<file path="config.mk">
export PLATFORM = sky130hd
export DESIGN_NAME = ifmap_packer
export DESIGN_NICKNAME = d
export VERILOG_FILES = /design/src/rtl/ifmap_pack_pkg.sv /design/src/rtl/ifmap_pack_oreg.sv /design/src/rtl/ifmap_packer.sv
export SDC_FILE = /design/constraint.sdc
export NUM_CORES = 1
export LEC_CHECK = 0
export ABC_CLOCK_PERIOD_IN_PS = 1900
export CORE_ASPECT_RATIO = 0.5
export CORE_MARGIN = 4
export CORE_UTILIZATION = 54
export CTS_BUF_LIST = sky130_fd_sc_hd__clkbuf_8
export CTS_CLUSTER_DIAMETER = 80
export DETAILED_ROUTE_END_ITERATION = 12
export PLACE_DENSITY = 0.91
export SYNTH_ARGS = -nofsm -noshare
export SYNTH_HDL_FRONTEND = slang
export SYNTH_SLANG_ARGS = --single-unit
export TNS_END_PERCENT = 5
</file>
<file path="constraint.sdc">
create_clock -name clk -period 1.9 [get_ports clk]
set_input_delay 0.285 -clock clk [delete_from_list [all_inputs] [get_ports clk]]
set_output_delay 0.285 -clock clk [all_outputs]
set_load 0.05 [all_outputs]
</file>
<file path="src/rtl/ifmap_pack_pkg.sv">
// Shared widths and helpers for the ifmap packer and its PE-array consumers.
// Optional early-close feature is enabled by defining IFMAP_PACK_FLUSH_EN.
package ifmap_pack_pkg;

   localparam int IFMAP_IN_W  = 8;
   localparam int IFMAP_LANES = 4;
   localparam int IFMAP_OUT_W = IFMAP_IN_W * IFMAP_LANES;

   // Fill counter has to reach LANES-1 and still represent a full word's beat count.
   function automatic int ifmap_cnt_w(input int lanes);
      return $clog2(lanes) + 1;
   endfunction

   typedef struct packed {
      logic [IFMAP_LANES-1:0] keep;
      logic [IFMAP_OUT_W-1:0] data;
   } ifmap_word_t;

endpackage

</file>
<file path="src/rtl/ifmap_pack_oreg.sv">
// Output register of the ifmap packer: loads a finished word, holds it until the consumer takes it.
// Data payload width is generic so the keep bundle (IFMAP_PACK_FLUSH_EN builds) rides along.
module ifmap_pack_oreg
   import ifmap_pack_pkg::*;
#(
   parameter int DW = IFMAP_OUT_W
) (
   input  logic          clk,
   input  logic          rst_n,
   input  logic          load,
   input  logic [DW-1:0] load_data,
   input  logic          out_ready,
   output logic          out_valid,
   output logic [DW-1:0] out_data
);

   // A load may coincide with the consumer taking the old word; the new word wins.
   always_ff @(posedge clk or negedge rst_n) begin
      if (!rst_n) begin
         out_valid <= 1'b0;
         out_data  <= '0;
      end else begin
         if (load) begin
            out_valid <= 1'b1;
            out_data  <= load_data;
         end else if (out_ready) begin
            out_valid <= 1'b0;
         end
      end
   end

endmodule

</file>
<file path="src/rtl/ifmap_packer.sv">
// Serial-to-parallel ifmap packer: LANES beats of IN_W bits form one word, first beat in the LSB lane.
// Define IFMAP_PACK_FLUSH_EN to add in_last (early word close) and out_keep (valid-lane mask).
module ifmap_packer
   import ifmap_pack_pkg::*;
#(
   parameter int IN_W  = IFMAP_IN_W,
   parameter int LANES = IFMAP_LANES
) (
   input  logic                  clk,
   input  logic                  rst_n,
   input  logic                  in_valid,
   output logic                  in_ready,
   input  logic [IN_W-1:0]       in_data,
`ifdef IFMAP_PACK_FLUSH_EN
   input  logic                  in_last,
   output logic [LANES-1:0]      out_keep,
`endif
   output logic                  out_valid,
   input  logic                  out_ready,
   output logic [IN_W*LANES-1:0] out_data,
   output logic                  busy
);

   localparam int OUT_W = IN_W * LANES;
   localparam int CNT_W = ifmap_cnt_w(LANES);
   localparam logic [CNT_W-1:0] LAST_LANE = CNT_W'(LANES - 1);
`ifdef IFMAP_PACK_FLUSH_EN
   localparam int DW = OUT_W + LANES;
`else
   localparam int DW = OUT_W;
`endif

   logic [CNT_W-1:0] cnt;
   logic [OUT_W-1:0] acc;
   logic [OUT_W-1:0] word_next;
   logic             completing;
   logic             beat_acc;
   logic             word_load;
   logic [DW-1:0]    load_data;
   logic [DW-1:0]    oreg_q;

   // Accumulator with the incoming beat dropped into lane cnt; unfilled lanes are already zero.
   always_comb begin
      word_next = acc;
      for (int k = 0; k < LANES; k++) begin
         if (CNT_W'(k) == cnt) word_next[k*IN_W +: IN_W] = in_data;
      end
   end

`ifdef IFMAP_PACK_FLUSH_EN
   logic [LANES-1:0] keep_next;

   always_comb begin
      keep_next = '0;
      for (int k = 0; k < LANES; k++) begin
         if (CNT_W'(k) <= cnt) keep_next[k] = 1'b1;
      end
   end

   assign completing = (cnt == LAST_LANE) || in_last;
   assign load_data  = {keep_next, word_next};
   assign out_keep   = oreg_q[OUT_W +: LANES];
   assign out_data   = oreg_q[OUT_W-1:0];
`else
   assign completing = (cnt == LAST_LANE);
   assign load_data  = word_next;
   assign out_data   = oreg_q;
`endif

   // Only a completing beat needs room in the output register.
   assign in_ready  = !completing || !out_valid || out_ready;
   assign beat_acc  = in_valid && in_ready;
   assign word_load = beat_acc && completing;
   assign busy      = (cnt != '0) || out_valid;

   always_ff @(posedge clk or negedge rst_n) begin
      if (!rst_n) begin
         cnt <= '0;
         acc <= '0;
      end else if (beat_acc) begin
         if (completing) begin
            cnt <= '0;
            acc <= '0;
         end else begin
            cnt <= cnt + 1'b1;
            acc <= word_next;
         end
      end
   end

   ifmap_pack_oreg #(
      .DW (DW)
   ) u_oreg (
      .clk       (clk),
      .rst_n     (rst_n),
      .load      (word_load),
      .load_data (load_data),
      .out_ready (out_ready),
      .out_valid (out_valid),
      .out_data  (oreg_q)
   );

endmodule
</file>
==> metrics.txt <==
Startpoint Class register; flop and latch count out of synthesis 60; DR WL/cell 20.08 µm; CP max FO 4; CP startpoint cnt[0]$_DFFE_PN0P_; slew margin rel. a little over half; r2r worst-path depth 6; Place WS around 0.012 ns; # fillers 282; Placement Rows 18; total global-route track usage a little over a fifth; Synth Area in Adders 1.813%; post-synthesis simple-gate area fraction under 10%; Root Driver clkbuf_8; CTS tree yes; Crit-path slowest cell dfrtp_1; die area about 6400 µm²; PortBufs 46; vias per cell roughly 5.6; HP Class primary input to async pin; Routed WL 6325 µm; Reg2Reg Launch Point cnt[0]$_DFFE_PN0P_; htree depth 3; FMAX roughly 540 MHz; reg2reg end u_oreg.out_data[18]$_DFFE_PN0P_; Mapped Nets between 150 and 200; Clock Skew between 0.008 and 0.009 ns; grt ovf 0; Yosys warnings 0; Finished Core Util ~74%; Register Area 1501 µm²; crit-path cells inv_2 -> ha_4 -> nand2b_4 -> or2_2 -> buf_6; status complete, no violations; Worst-Margin Slew about 0.7 ns; First DRT Iteration DRCs 56; Setup crit end kind primary output; Die X 109.1 µm; Residual DRC 0; multi-input logic area between 1000 and 1500 µm²; Tcrit/Tclk final a little over nine tenths; Placer Congestion approximately 0.8; Synth Area in Compound Gates roughly 9%; first-pass GRT wire length 10410 µm; Crit Path Category register to primary output; TNS Setup 0 ns; remaining antenna violation count 0; Static Leakage 1.757 nW; Clk Latency, worst-skew pair between 0.3 and 0.4 ns; sequential-to-total area share from yosys stat between 50% and 60%; Synth Area per Inst around 16 µm²; Starting Density 55.96%; CP Data Required Time roughly 1.6 ns; layout cells sized above 1 a little under two fifths; die span in y 58.56 µm; Cell Area, Synth ~2800 µm²; Synth Area in XOR/XNOR 0%; Pwr Density 2051 nW/µm²; total CTS buffers 9; Mapped Cells 178; core area a little under 5000 µm²; Worst EP arrival between 1.5 and 2 ns; hpwl dp a little over 4000 µm; clock buffer depth 2; RSZ-0062 raised after global routing true; Final Hold Fails 0; fin cells 315; CTS Sinks 60; area grow syn2layout 31.60%; vias in the first global route 1931; largest family of logic cells by synthesized area multiplexers; endpoints failing setup 0; initial antenna violation count 0; post-synthesis mux area share 27.47%; Setup WS post-layout between 0.05 and 0.06 ns; antenna cells 0; DR pass1 iterations 4; Synth cell types 24; dpl cells between 200 and 300; Max IR drop VDD 0.001104 V; Final Max Slew Viols 0; Reg clk slew, reported paths around 0.070 ns; io pins 47; max_cap viols 0; min Tclk post-route 1.842 ns; Vias 1769; Final nets 256; Critical Path Max Stage Delay 0.43 ns; largest net degree at the start of global routing 61; r2r setup slk around 0.07 ns
==> routing by layer <==
layer  vias to the layer above  GRT usage (%)  routed length [µm]  share of wire [%]
met5                         -              0                   0                  0
met4                         0          8.094                 102                1.6
met3                        11          6.024                 338                5.3
met2                        58          36.56                3159                 50
met1                       914          27.84                2724                 43
li1                        786              -                   -                  -
==> placed cells by master (no fill, tap or decap) <==
cell type / n
o211ai_1: 3
and2b_1: 1
nand2b_4: 1
dfrtp_1: 60
nand2_1: 1
a22o_1: 24
nand2b_1: 5
nor2b_1: 2
clkdlybuf4s50_1: 43
nor3b_2: 3
mux2_4: 31
or2_2: 1
buf_12: 4
dlygate4sd3_1: 1
ha_1: 3
mux2_2: 23
clkinv_2: 1
a21boi_0: 1
nand3_2: 1
clkbuf_8: 13
ha_4: 1
inv_2: 2
a21o_1: 1
nand3b_1: 1
buf_2: 1
o21ai_0: 1
bufinv_16: 1
buf_4: 9
and3_1: 1
mux2_1: 3
buf_6: 1
clkinvlp_4: 1
==> cell usage after synthesis <==
cell | count | area share (%)
nor3b_2 | 3 | 1.4
buf_2 | 3 | 0.54
nand3b_1 | 1 | 0.27
o211ai_1 | 3 | 0.82
buf_4 | 1 | 0.27
mux2_1 | 3 | 1.2
a21boi_0 | 1 | 0.27
dfrtp_1 | 60 | 54
inv_1 | 2 | 0.27
and2b_1 | 1 | 0.27
nand2_1 | 1 | 0.14
o21ai_0 | 1 | 0.18
nand3_2 | 1 | 0.36
mux2_4 | 31 | 17
mux2_2 | 23 | 9.4
buf_6 | 3 | 1.2
or2_2 | 1 | 0.23
and3_1 | 1 | 0.23
nor2b_1 | 2 | 0.45
a22o_1 | 24 | 7.6
ha_1 | 4 | 1.8
a21o_1 | 1 | 0.27
nand2b_1 | 6 | 1.4
clkbuf_2 | 1 | 0.18
==> metrics by stage <==
step	hold WS (ns)	total power (W)	instance area, µm²
6_report	0.4860	0.007450	3632
2_1_floorplan	-0.01059	0.004907	2760
3_3_place_gp	0.3068	0.005907	3354
5_1_grt	0.5092	0.007788	3632
4_1_cts	0.4814	0.007414	3617
3_5_place_dp	0.3129	0.006046	3354
==> state kept, by name, indices dropped and copies added, names as in the netlist <==
signal,count
acc,24
cnt,3
u_oreg.out_data,32
u_oreg.out_valid,1
==> worst max-delay path: cells and delay by family, from the launching register on <==
family	cells	cell delay [ns]
simple gates	2	0.34
fa+ha+maj	1	0.17
buf+inv	2	0.28
flops	1	0.43
==> logic make-up (layout without fill, tap and decap cells) <==
logic type               count (synthesis)  after routing
flip-flops                              60             60
multiplexers                            57             57
AO/OA/AOI/OAI                           30             30
AND/OR/NAND/NOR                         17             17
buffers and inverters                   10             77
adder cells (fa/ha/maj)                  4              4
==> report_power, final <==
part / leakage, nW / internal (W) / switching [W] / total [W]
Combinational: 0.880 / 0.00185 / 0.00217 / 0.00402
Sequential: 0.766 / 0.00184 / 0.000347 / 0.00218
Clock: 0.112 / 0.000747 / 0.000505 / 0.00125
Total: 1.76 / 0.00443 / 0.00302 / 0.00745
==> worst max-delay path by stage <==
stage,end,slack [ns],cells past startpoint
4_1_cts,busy,0.01,5
5_1_grt,acc[5]$_DFFE_PN0P_,-0.02,4
6_report,busy,0.06,5
3_5_place_dp,acc[10]$_DFFE_PN0P_,0.01,4
3_3_place_gp,acc[0]$_DFFE_PN0P_,0.12,4
2_1_floorplan,u_oreg.out_data[16]$_DFFE_PN0P_,0.23,6
==> area by class of cell <==
cell class,count,area share [%]
multi-input combinational,108,33.31
clock buffer,13,4.926
tap,70,2.411
timing repair buffer,59,16.64
inverter,2,0.2067
sequential,60,41.34
clock inverter,3,1.171
==> timing repair <==
item | CTS | global route
hold buffers | 1 | 0
resized for setup | 7 | 0
gates cloned | 0 | 0
setup buffers | 1 | 2
endpoints found under the setup margin | 1 | 7
endpoints found under the hold margin | 60 | 0
Note: power is estimated with default switching activity, not from simulation.
